$ cat config.mk
export PLATFORM = sky130hd
export DESIGN_NAME = mem_stage
export DESIGN_NICKNAME = d
export VERILOG_FILES = /design/src/rtl/mem_stage_pkg.sv /design/src/rtl/mem_load_ext.sv /design/src/rtl/mem_stage.sv
export SDC_FILE = /design/constraint.sdc
export NUM_CORES = 1
export LEC_CHECK = 0
export ABC_AREA = 1
export ABC_CLOCK_PERIOD_IN_PS = 5600
export CAP_MARGIN = 30
export CORE_MARGIN = 8
export CORE_UTILIZATION = 48
export CTS_CLUSTER_SIZE = 10
export DETAILED_ROUTE_END_ITERATION = 16
export PLACE_DENSITY_LB_ADDON = 0.12
export SLEW_MARGIN = 25
export SYNTH_ARGS = -nofsm -noshare
export SYNTH_HDL_FRONTEND = slang
export SYNTH_SLANG_ARGS = --single-unit
$ cat constraint.sdc
create_clock -name clk -period 5.6 [get_ports clk]
set_input_delay 1.4 -clock clk [delete_from_list [all_inputs] [get_ports clk]]
set_output_delay 1.4 -clock clk [all_outputs]
set_load 0.02 [all_outputs]
$ cat src/rtl/mem_stage_pkg.sv
// Shared MEM-stage constants: bus widths, memory-op encodings, FSM state
// encodings, the IO address-decode tag and small op-decode helpers.
package mem_stage_pkg;

   localparam int MEM_OP_W   = 4;
   localparam int REG_ADDR_W = 5;
   localparam int REG_W      = 32;
   localparam int ADDR_W     = 32;

   localparam logic [MEM_OP_W-1:0] MEM_NONE = 4'd0;
   localparam logic [MEM_OP_W-1:0] MEM_LB   = 4'd1;
   localparam logic [MEM_OP_W-1:0] MEM_LH   = 4'd2;
   localparam logic [MEM_OP_W-1:0] MEM_LW   = 4'd3;
   localparam logic [MEM_OP_W-1:0] MEM_LBU  = 4'd4;
   localparam logic [MEM_OP_W-1:0] MEM_LHU  = 4'd5;
   localparam logic [MEM_OP_W-1:0] MEM_SB   = 4'd6;
   localparam logic [MEM_OP_W-1:0] MEM_SH   = 4'd7;
   localparam logic [MEM_OP_W-1:0] MEM_SW   = 4'd8;

   // Address bits [17:16] equal to this tag select the IO region.
   localparam logic [1:0] IO_ADDR_TAG = 2'b11;

   typedef enum logic [1:0] {
      MEM_IDLE   = 2'd0,
      MEM_ACCESS = 2'd1,
      MEM_WAIT   = 2'd2,
      MEM_DONE   = 2'd3
   } mem_state_e;

   function automatic logic is_load(input logic [MEM_OP_W-1:0] op);
      case (op)
         MEM_LB, MEM_LH, MEM_LW, MEM_LBU, MEM_LHU: is_load = 1'b1;
         default:                                  is_load = 1'b0;
      endcase
   endfunction

   function automatic logic is_store(input logic [MEM_OP_W-1:0] op);
      case (op)
         MEM_SB, MEM_SH, MEM_SW: is_store = 1'b1;
         default:                is_store = 1'b0;
      endcase
   endfunction

   // Index of the final byte of the access (byte count minus one).
   function automatic logic [1:0] last_byte(input logic [MEM_OP_W-1:0] op);
      case (op)
         MEM_LH, MEM_LHU, MEM_SH: last_byte = 2'd1;
         MEM_LW, MEM_SW:          last_byte = 2'd3;
         default:                 last_byte = 2'd0;
      endcase
   endfunction

endpackage

$ cat src/rtl/mem_load_ext.sv
// Load result assembly: sign/zero extension of the captured little-endian
// bytes according to the memory op.
module mem_load_ext
   import mem_stage_pkg::*;
(
   input  logic [MEM_OP_W-1:0] memop_i,
   input  logic [REG_W-1:0]    data_i,
   output logic [REG_W-1:0]    result_o
);

   // Select width and extension from the op.
   always_comb begin
      result_o = data_i;
      case (memop_i)
         MEM_LB:  result_o = {{24{data_i[7]}}, data_i[7:0]};
         MEM_LH:  result_o = {{16{data_i[15]}}, data_i[15:0]};
         MEM_LBU: result_o = {24'd0, data_i[7:0]};
         MEM_LHU: result_o = {16'd0, data_i[15:0]};
         MEM_LW:  result_o = data_i;
         default: result_o = data_i;
      endcase
   end

endmodule

$ cat src/rtl/mem_stage.sv
// MEM pipeline stage: byte-serial loads/stores on the shared 8-bit RAM port.
// Optional MEM_IO_STALL_EN holds IO-region stores while io_full is high.
module mem_stage
   import mem_stage_pkg::*;
(
   input  logic                  clk,
   input  logic                  rst,
   input  logic [MEM_OP_W-1:0]   memop_i,
   input  logic [REG_ADDR_W-1:0] wd_i,
   input  logic                  wreg_i,
   input  logic [REG_W-1:0]      wdata_i,
   input  logic [REG_W-1:0]      sdata_i,
   output logic                  mem_req,
   input  logic                  mem_gnt,
   output logic [ADDR_W-1:0]     mem_a,
   output logic [7:0]            mem_dout,
   output logic                  mem_wr,
   input  logic [7:0]            mem_din,
   output logic [REG_ADDR_W-1:0] wd_o,
   output logic                  wreg_o,
   output logic [REG_W-1:0]      wdata_o,
   output logic                  mem_stall
`ifdef MEM_IO_STALL_EN
   ,
   input  logic                  io_full
`endif
);

   mem_state_e        state_q, state_d;
   logic [1:0]        k_q, k_d;
   logic [REG_W-1:0]  data_q, data_d;
   logic [REG_W-1:0]  load_ext_s;
   logic [ADDR_W-1:0] addr_s;
   logic [1:0]        last_k_s;
   logic [1:0]        cap_k_s;
   logic              ld_s;
   logic              st_s;
   logic              io_block_s;
   logic              issue_s;

   assign ld_s     = is_load(memop_i);
   assign st_s     = is_store(memop_i);
   assign last_k_s = last_byte(memop_i);
   assign addr_s   = wdata_i + {30'd0, k_q};
   // The byte issued last cycle is k-1; it wraps to 3 after the fourth issue.
   assign cap_k_s  = k_q - 2'd1;

`ifdef MEM_IO_STALL_EN
   assign io_block_s = st_s && (wdata_i[17:16] == IO_ADDR_TAG) && io_full;
`else
   assign io_block_s = 1'b0;
`endif

   mem_load_ext u_load_ext (
      .memop_i  (memop_i),
      .data_i   (data_q),
      .result_o (load_ext_s)
   );

   // State, byte counter and captured load data.
   always_ff @(posedge clk) begin
      if (rst) begin
         state_q <= MEM_IDLE;
         k_q     <= 2'd0;
         data_q  <= 32'd0;
      end else begin
         state_q <= state_d;
         k_q     <= k_d;
         data_q  <= data_d;
      end
   end

   // Next-state, capture and port drive.
   always_comb begin
      state_d   = state_q;
      k_d       = k_q;
      data_d    = data_q;
      issue_s   = 1'b0;
      mem_req   = 1'b0;
      mem_wr    = 1'b0;
      mem_a     = 32'd0;
      mem_dout  = 8'd0;
      mem_stall = 1'b0;
      wd_o      = wd_i;
      wreg_o    = 1'b0;
      wdata_o   = wdata_i;
      if (rst) begin
         // Outputs sit at reset values for as long as reset is asserted.
         wd_o    = 5'd0;
         wdata_o = 32'd0;
      end else begin
         case (state_q)
            MEM_IDLE: begin
               if (memop_i == MEM_NONE) begin
                  wreg_o = wreg_i;
               end else if (io_block_s) begin
                  mem_stall = 1'b1;
               end else begin
                  mem_req   = 1'b1;
                  mem_stall = 1'b1;
                  if (mem_gnt) begin
                     issue_s = 1'b1;
                     k_d     = 2'd1;
                     if (last_k_s == 2'd0) begin
                        state_d = ld_s ? MEM_WAIT : MEM_DONE;
                     end else begin
                        state_d = MEM_ACCESS;
                     end
                  end else begin
                     state_d = MEM_IDLE;
                  end
               end
            end
            MEM_ACCESS: begin
               mem_req   = 1'b1;
               mem_stall = 1'b1;
               issue_s   = 1'b1;
               k_d       = k_q + 2'd1;
               if (ld_s) begin
                  data_d[{cap_k_s, 3'b000} +: 8] = mem_din;
               end else begin
                  data_d = data_q;
               end
               if (k_q == last_k_s) begin
                  state_d = ld_s ? MEM_WAIT : MEM_DONE;
               end else begin
                  state_d = MEM_ACCESS;
               end
            end
            MEM_WAIT: begin
               mem_stall = 1'b1;
               data_d[{cap_k_s, 3'b000} +: 8] = mem_din;
               state_d = MEM_DONE;
            end
            MEM_DONE: begin
               wreg_o  = wreg_i;
               wdata_o = ld_s ? load_ext_s : wdata_i;
               k_d     = 2'd0;
               state_d = MEM_IDLE;
            end
            default: begin
               k_d     = 2'd0;
               state_d = MEM_IDLE;
            end
         endcase
         if (issue_s) begin
            mem_a    = addr_s;
            mem_wr   = st_s;
            mem_dout = st_s ? sdata_i[{k_q, 3'b000} +: 8] : 8'd0;
         end else begin
            mem_a    = 32'd0;
            mem_wr   = 1'b0;
            mem_dout = 8'd0;
         end
      end
   end

endmodule

==> qor.csv, run 1 <==
metric;value;unit
Final Power;0.001040;W
Skew-Pair Late Insertion Delay;290;ps
maximum vdd ir drop;171.7;uV
Fillers;797;
worst path required time;4200;ps
Ports;166;
Compound-Gate Fraction of Synth Area;14.64;%
outcome;finished clean;
Critical Path End Type;output port;
gr ovfl total;0;
Non-Filler Instances;1050;
Setup TNS;0;ps
clock root buffer;clkbuf_8;
startpoint types;input port;
adder-cell share of the synthesized area;3.772;%
setup violators final;0;
Slew HR;60.07;%
share of cells above drive strength 1;4.777;%
die footprint;11950;sq um
Core ar.;8593;sq um
Placed Cells;1041;
# port buffers;165;
Synth area leader;nand2_1;
antenna violations before repair;0;
clk buf depth;2;
Max Slew Vio Count;0;
slack of the worst reg-to-reg path;3190;ps
nets@finish;1038;
chip height;109.3;um
Cell Pwr Density;172.5;nW/um^2
RSZ-0062 raised after global routing;false;
FF+latch count, synth;36;
Synth Instances;788;
top cells by area, synth;nand2_1 19%, dfxtp_1 17%, nor2_1 13%;
Initial Util;48.63;%
Mean Syn Cell Area;5.303;sq um
DIE WIDTH;109.3;um
largest family of logic cells by synthesized area;simple AND/OR/NAND/NOR gates;
Avg Vias per Cell;5.353;
Post-Syn Nets;885;
fmax;0.1851;GHz
XOR/XNOR share of the synthesized area;1.677;%
Yosys cell types;36;
GR Util All Layers;25.67;%
global-route wire length before repair;25.16;mm
H-Tree Depth;2;
Leakage;2.748;nW
vias in the first global route;5197;
antenna viol nets, final;0;
DR vias;5621;
CTS tree;built;
Placer Congestion;0.9455;
multiplexer share of the synthesized area;0;%
Min-Delay Path Class;flip-flop to flip-flop;
row cnt;34;
Max Cap Violations;0;
ANT cells;0;
Synthesis Warnings;0;
post-synth top area share;19.49;%
Place WS;65.16;ps
dpl hpwl;12.95;mm
DRC;0;
Layout area overhead;44.22;%
sequential element share of the synthesized area;17.25;%
Hold Fails Final Rpt;0;
fin crit period;5404;ps
Worst-path clk slew;70;ps
Crit Path Max Fanout;19;
Cell Area, Synth;4179;sq um
Hold Slack;523.4;ps
Crit Path Class;input port to output port;
Synth Area in Simple Gates;48.77;%
# clock sinks;36;
CP arrival;4000;ps
final WL;15.84;mm
pin count of the biggest net entering global routing;57;
Final Cycle Share;96.50;%
Worst-Margin Slew;598.3;ps
drt pass-1 iters;5;
CTS Buf Count;5;
Setup WS post-layout;196.2;ps
initial DRC count;330;
Clock Skews;10.78;ps
wire per inst;15.08;um
-- worst max-delay path: stages --
cell	delay (ps)
clkdlybuf4s50_1	510
nor2_4	250
nand3_2	140
nand3_1	180
o21ai_4	160
buf_12	200
nor2_4	260
nand2_1	110
a21oi_1	150
clkdlybuf4s50_1	640
-- flip-flops by register name, indices dropped and copies added, names as in the netlist --
signal / count
data_q: 32
state_q: 2
k_q: 2
-- layer usage --
layer | GRT usage (%) | share of wire (%) | routed length (um) | vias up
met1 | 32.65 | 42 | 6643 | 2500
li1 | - | - | - | 2818
met2 | 43.80 | 47 | 7382 | 271
met3 | 4.162 | 9.4 | 1485 | 32
met5 | 0 | 0 | 0 | -
met4 | 7.232 | 2.1 | 327 | 0
-- through the flow --
step / utilization (%) / area, sq um
CTS: 69.79 / 5997
global route: 70.14 / 6027
finish: 70.14 / 6027
floorplan: - / 4179
detailed placement: 68.65 / 5899
global placement: 68.65 / 5899
-- area by class of cell --
class | count | area, sq um | share of cell area, %
clock buffer | 6 | 82.58 | 1.370
inverter | 109 | 409.1 | 6.788
clock inverter | 2 | 15.01 | 0.2491
sequential | 36 | 720.7 | 11.96
tap | 108 | 135.1 | 2.242
multi-input combinational | 610 | 2893 | 48.00
timing repair buffer | 179 | 1772 | 29.40
-- kinds of logic after synthesis --
family | count (synthesis)
compound gates | 117
xor+xnor | 8
fa+ha+maj | 12
buf+inv | 142
flops | 36
simple gates | 473
-- repair_timing --
action                                  CTS  global route
setup buffers                             0             0
resized for setup                         0             5
hold endpoints to repair                  0             0
endpoints found under the setup margin    0            10
hold buffers                              0             0
-- worst paths after layout --
kind,startpoint,end,cells past startpoint
setup / recovery,memop_i[2],wdata_o[22],10
hold / removal,data_q[25],data_q[25],4
hold reg to reg,data_q[25],data_q[25],4
setup reg to reg,k_q[0],data_q[23],8
-- cell usage after synthesis --
cell	n
nand4_2	1
buf_1	4
nand2_4	1
o21ai_4	1
nand2_1	217
buf_4	5
a21o_1	2
nand3b_1	1
nand3_2	2
nand3_4	1
ha_1	11
dfxtp_1	36
nor2_1	144
nor2_8	1
a21oi_1	53
nor3b_1	2
o21ai_0	54
clkbuf_1	16
nand3_1	39
nand4_1	37
nor2_2	2
a31oi_1	1
o21ai_1	3
nor2_4	2
nand2_2	2
a21boi_0	1
xor2_1	6
xnor2_1	2
buf_2	5
fa_1	1
o22a_1	1
nor3_1	21
inv_2	4
buf_6	3
inv_1	105
a211oi_1	1
-- where the power goes --
group	total, W	internal [W]	switching (W)	leakage, nW
clock	0.000195	0.0000995	0.0000951	0.0434
sequential	0.000288	0.000279	0.00000961	0.293
combinational	0.000557	0.000221	0.000336	2.41
-- cell usage in the layout (no fill, tap or decap), drive strengths merged, types with 11 or more instances in the layout --
master	n
a21oi	53
buf	15
clkdlybuf4s50	164
dfxtp	36
ha	11
inv	109
nand2	220
nand3	42
nand4	38
nor2	149
nor3	21
o21ai	58
Note: power is estimated with default switching activity, not from simulation.
==> run 2, diff against run 1 <==
--- a/config.mk
+++ b/config.mk
@@ -6,10 +6,10 @@
 export NUM_CORES = 1
 export LEC_CHECK = 0
 export ABC_AREA = 1
-export ABC_CLOCK_PERIOD_IN_PS = 5600
+export ABC_CLOCK_PERIOD_IN_PS = 5900
 export CAP_MARGIN = 30
 export CORE_MARGIN = 8
-export CORE_UTILIZATION = 48
+export CORE_UTILIZATION = 45
 export CTS_CLUSTER_SIZE = 10
 export DETAILED_ROUTE_END_ITERATION = 16
 export PLACE_DENSITY_LB_ADDON = 0.12
==> constraint.sdc (replaced) <==
create_clock -name clk -period 5.9 [get_ports clk]
set_input_delay 1.475 -clock clk [delete_from_list [all_inputs] [get_ports clk]]
set_output_delay 1.475 -clock clk [all_outputs]
set_load 0.02 [all_outputs]
==> run 2 against run 1 <==
Register-to-register slack gained 320 ps. Non-clock buffer count shrank 4. Cell area shrank 1.0%. Critical path depth grew 2. Core utilization shrank 4.6 points. Critical path type unchanged. Routed wire length grew 1.9%. Hold slack gained 0.83 ps. Highest routed layer unchanged. First-iteration DRC count grew 27%. Combinational power shrank 5.6%.
==> qor.csv, run 2 (same netlist as run 1, synthesis figures left out) <==
metric;value;unit
post-CTS sizing;0;
CTS tree;built;
share of cells above drive strength 1;3.625;%
dpl hpwl;13.00;mm
commonest cells after routing, fill and taps aside;217 x nand2_1, 164 x clkdlybuf4s50_1, 144 x nor2_1;
Final Cycle Share;96.64;%
Layout area overhead;42.75;%
Worst-path clk slew;70;ps
Top cell by count, worst path;nor2_1;
global-route wire length before repair;25.43;mm
# port buffers;165;
max FFs per register;32;
maximum vdd ir drop;192.7;uV
Max Slew Vio Count;0;
crit path max-delay cell type;clkdlybuf4s50_1;
DR vias;5555;
Placed Cells;1040;
Max Cap Violations;0;
Cell Pwr Density;165.2;nW/um^2
Reg with most FFs;data_q;
chip height;112.4;um
nets@finish;1034;
pin count of the biggest net entering global routing;57;
wire per inst;15.38;um
antenna viol nets, final;0;
Critical Path End Type;output port;
Setup TNS;0;ps
largest registers;data_q x32, k_q x2, state_q x2;
gr ovfl total;0;
delay-heaviest family, CP;simple AND/OR/NAND/NOR gates;
fmax;0.1754;GHz
Non-Filler Instances;1049;
worst path required time;4430;ps
Post-CTS Hold Buffers;0;
DIE WIDTH;112.4;um
Avg Vias per Cell;5.296;
Core ar.;9109;sq um
GR Util All Layers;24.18;%
DRC;0;
final WL;16.14;mm
Ports;166;
RSZ-0062 raised after global routing;true;
WP buf/inv;2;
Leakage;2.724;nW
Final Power;0.0009857;W
Worst-Margin Slew;665.7;ps
reg2reg path depth;9;
drt pass-1 iters;7;
fin crit period;5702;ps
outcome;finished clean;
setup repair bufs after CTS;0;
Placer Congestion;0.9358;
clock root buffer;clkbuf_8;
Initial Util;45.88;%
CTS Buf Count;5;
vias in the first global route;5143;
Skew-Pair Late Insertion Delay;290;ps
setup violators final;0;
ANT cells;0;
Stages on worst setup path;12;
Crit Path Class;input port to output port;
# clock sinks;36;
Hold Fails Final Rpt;0;
antenna violations before repair;0;
commonest non-fill, non-tap cell in the layout;nand2_1;
H-Tree Depth;2;
Largest stage delay, worst path;610;ps
Clock Skews;7.778;ps
clk buf depth;2;
row cnt;35;
Min-Delay Path Class;flip-flop to flip-flop;
hold depth;4;
CP arrival;4230;ps
die footprint;12630;sq um
Crit Path Max Fanout;6;
Slew HR;55.56;%
initial DRC count;419;
startpoint types;input port;
critical path, cell by cell;clkdlybuf4s50_1 -> ha_1 -> fa_1 -> nand3_1 -> nor2_1 -> nand3_1 -> nor2_1 -> nand4_1 -> nand2_1 -> nand2_1 -> nor2_1 -> clkdlybuf4s50_1;
[run 2: cell types whose count changed in the layout (fill, tap and decap cells not counted)]
cell        previous run  this run
nand3_2                3         2
clkbuf_1               0         2
buf_12                 1         0
clkinvlp_4             2         0
nand2_2                3         2
nand3_1               38        39
nor2_1               141       144
nand2_1              216       217
buf_4                 12         9
nor2_2                 5         2
[run 2: through the flow]
step | util, % | cell area (sq um) | hold slack [ps] | setup slack, ps
6_report | 65.49 | 5966 | 524.2 | 198.1
5_1_grt | 65.49 | 5966 | 555.7 | -10.63
3_3_place_gp | 64.34 | 5861 | 509.8 | 306.9
2_1_floorplan | - | 4179 | 483.0 | 1434
3_5_place_dp | 64.34 | 5861 | 517.8 | 239.2
4_1_cts | 65.33 | 5951 | 529.3 | 224.8
[run 2: report_power, final]
group	switching, W	total, W	internal [W]	leakage (nW)
logic	0.000319	0.000526	0.000207	2.39
registers	0.0000128	0.000277	0.000264	0.293
clock network	0.0000871	0.000182	0.0000952	0.0455
[run 2: layout make-up]
type	count	area, sq um
fillers	894	3143
multi-input cells	610	2878
repair buffers	175	1729
flip-flops and latches	36	720.7
inverters	109	409.1
well taps	111	138.9
clock buffers	8	90.09
[run 2: path summary, 6_finish.rpt]
kind                                 start         end  slack, ps
worst max-delay path            wdata_i[0]   mem_a[24]        200
worst min-delay path            data_q[24]  data_q[24]        520
worst max register to register      k_q[0]   data_q[8]       3510
worst min register to register  data_q[24]  data_q[24]        520
[run 2: worst register-to-register path: stages, from the launching register on]
cell,delay (ps)
dfxtp_1,310
buf_4,300
inv_1,380
ha_1,530
inv_1,70
nor2_1,340
nand2_1,120
nand4_1,130
nand2_1,70
nor2_1,80
[run 2: metal layers]
layer,share of wire (%),GRT usage [%],wire (um),vias to the layer above
li1,-,-,-,2811
met3,8.2,4.724,1319,29
met5,0,0,0,-
met1,44,30.28,7137,2466
met2,45,40.87,7335,249
met4,2.1,7.284,344,0
==> run 3, diff against run 2 <==
--- a/config.mk
+++ b/config.mk
@@ -13,7 +13,6 @@
 export CTS_CLUSTER_SIZE = 10
 export DETAILED_ROUTE_END_ITERATION = 16
 export PLACE_DENSITY_LB_ADDON = 0.12
-export SLEW_MARGIN = 25
 export SYNTH_ARGS = -nofsm -noshare
 export SYNTH_HDL_FRONTEND = slang
 export SYNTH_SLANG_ARGS = --single-unit
==> run 3 against run 2 <==
Via count decreased by 0.41%. Register-to-register slack worse by 140 ps. Cell count about the same. Fmax is 0.19% higher. Non-clock buffer count fell by 1. Worst setup slack improved by 11 ps. Hold slack better by 4.5 ps. Critical endpoint unchanged. Largest power group unchanged.
==> qor.csv, run 3 (same netlist as run 1, synthesis figures left out) <==
metric;value;unit
CP arrival;4220;ps
Finished Cell Area;5951;sq um
CTS Buf Count;5;
sequential share of power;28.3;%
wire per inst;15.30;um
Core ar.;9109;sq um
Top cell by count, worst path;nor2_1;
dpl hpwl;13.00;mm
clk buf depth;2;
critical path, cell by cell;clkdlybuf4s50_1 -> ha_1 -> fa_1 -> nand3_1 -> nor2_1 -> nand3_1 -> nor2_1 -> nand4_1 -> nand2_1 -> nand2_1 -> nor2_1 -> clkdlybuf4s50_1;
clock root buffer;clkbuf_8;
# clock sinks;36;
Clock Power Share;18.5;%
CP startpoint;wdata_i[0];
Cell Pwr Density;164.7;nW/um^2
Avg Vias per Cell;5.279;
nets@finish;1033;
Ports;166;
Post-CTS Hold Buffers;0;
DRC;0;
Net Sw Power;0.0004163;W
Post-DP Area;5861;sq um
Worst-Margin Slew;982.6;ps
Skew-Pair Late Insertion Delay;290;ps
hold wc startpoint;data_q[11];
RSZ-0062 raised after global routing;true;
GR Util All Layers;24.18;%
delay-heaviest family, CP;simple AND/OR/NAND/NOR gates;
Non-Filler Instances;1048;
row cnt;35;
vias in the first global route;5143;
largest registers;data_q x32, k_q x2, state_q x2;
Max Slew Vio Count;0;
drt pass-1 iters;5;
Clock Skews;7.409;ps
commonest non-fill, non-tap cell in the layout;nand2_1;
# port buffers;165;
ANT cells;0;
Place WS;239.2;ps
gr ovfl total;0;
Initial Util;45.88;%
outcome;finished clean;
antenna viol nets, final;0;
Reg with most FFs;data_q;
fin crit period;5691;ps
crit path max-delay cell type;clkdlybuf4s50_1;
antenna violations before repair;0;
maximum vdd ir drop;192.5;uV
max FFs per register;32;
global-route wire length before repair;25.43;mm
initial DRC count;426;
setup violators final;0;
Layout area overhead;42.40;%
worst r2r src;state_q[1];
WP buf/inv;2;
Max Cap Violations;0;
Min-Delay Path Class;flip-flop to flip-flop;
worst path required time;4430;ps
fmax;0.1757;GHz
Sw Share;42.49;%
final WL;16.03;mm
Slew HR;34.34;%
Final Cycle Share;96.46;%
Crit Path Max Fanout;6;
DR vias;5532;
Critical Path End Type;output port;
Hold Fails Final Rpt;0;
Placed Cells;1040;
Leakage;2.717;nW
startpoint types;input port;
Setup WS post-layout;208.8;ps
share of cells above drive strength 1;3.522;%
die footprint;12630;sq um
internal power;0.0005635;W
Largest stage delay, worst path;610;ps
DIE WIDTH;112.4;um
commonest cells after routing, fill and taps aside;217 x nand2_1, 164 x clkdlybuf4s50_1, 144 x nor2_1;
post-CTS sizing;0;
setup repair bufs after CTS;0;
Worst-path clk slew;70;ps
combinational power share;53.2;%
pin count of the biggest net entering global routing;57;
H-Tree Depth;2;
Crit Path Class;input port to output port;
Fillers;898;
chip height;112.4;um
Placer Congestion;0.9358;
CTS tree;built;
-- run 3: changes by cell type in the layout (fill, tap and decap cells not counted), sizes merged --
cell / change
buf: -1
-- run 3: stage by stage --
stage / total power (W) / util [%] / hold WS, ps / TNS, ps
after floorplan: 0.0005924 / - / 483.0 / 0
after global placement: 0.0007864 / 64.34 / 509.8 / 0
after detailed placement: 0.0007976 / 64.34 / 517.8 / 0
after CTS: 0.0009750 / 65.33 / 529.3 / 0
after global routing: 0.001045 / 65.33 / 555.7 / -10.63
final: 0.0009798 / 65.33 / 528.8 / 0
-- run 3: final timing paths --
check	end	slack [ps]	depth (start not counted)
setup / recovery	mem_a[24]	210	12
setup reg to reg	data_q[4]	3370	8
hold reg to reg	data_q[11]	530	4
hold / removal	data_q[11]	530	4
-- run 3: power groups by stage --
stage                     Sequential [W]  Clock, W  Combinational (W)
final                           0.000277  0.000181           0.000521
after global routing            0.000279  0.000191           0.000575
after CTS                       0.000277  0.000181           0.000517
after detailed placement        0.000283         0           0.000515
after global placement          0.000281         0           0.000505
after floorplan                 0.000278         0           0.000314
-- run 3: worst register-to-register path, delay by kind of cell (launching register included) --
kind          cells  cell delay, ps
flops             1             340
fa+ha+maj         1             270
simple gates      4            1530
buf+inv           3             330
-- run 3: layout make-up --
| class | instances | area, sq um | share of cell area [%] |
|---|---|---|---|
| Tap cell | 111 | 138.9 | 2.334 |
| Inverter | 109 | 409.1 | 6.876 |
| Clock buffer | 8 | 90.09 | 1.514 |
| Multi-Input combinational cell | 610 | 2878 | 48.36 |
| Sequential cell | 36 | 720.7 | 12.11 |
| Timing Repair Buffer | 174 | 1714 | 28.81 |
-- run 3: metal layers --
metal / GRT usage, % / part of all wire, %
met2: 40.87 / 45
met5: 0 / 0
met1: 30.28 / 43
met4: 7.284 / 2.1
met3: 4.724 / 9.4
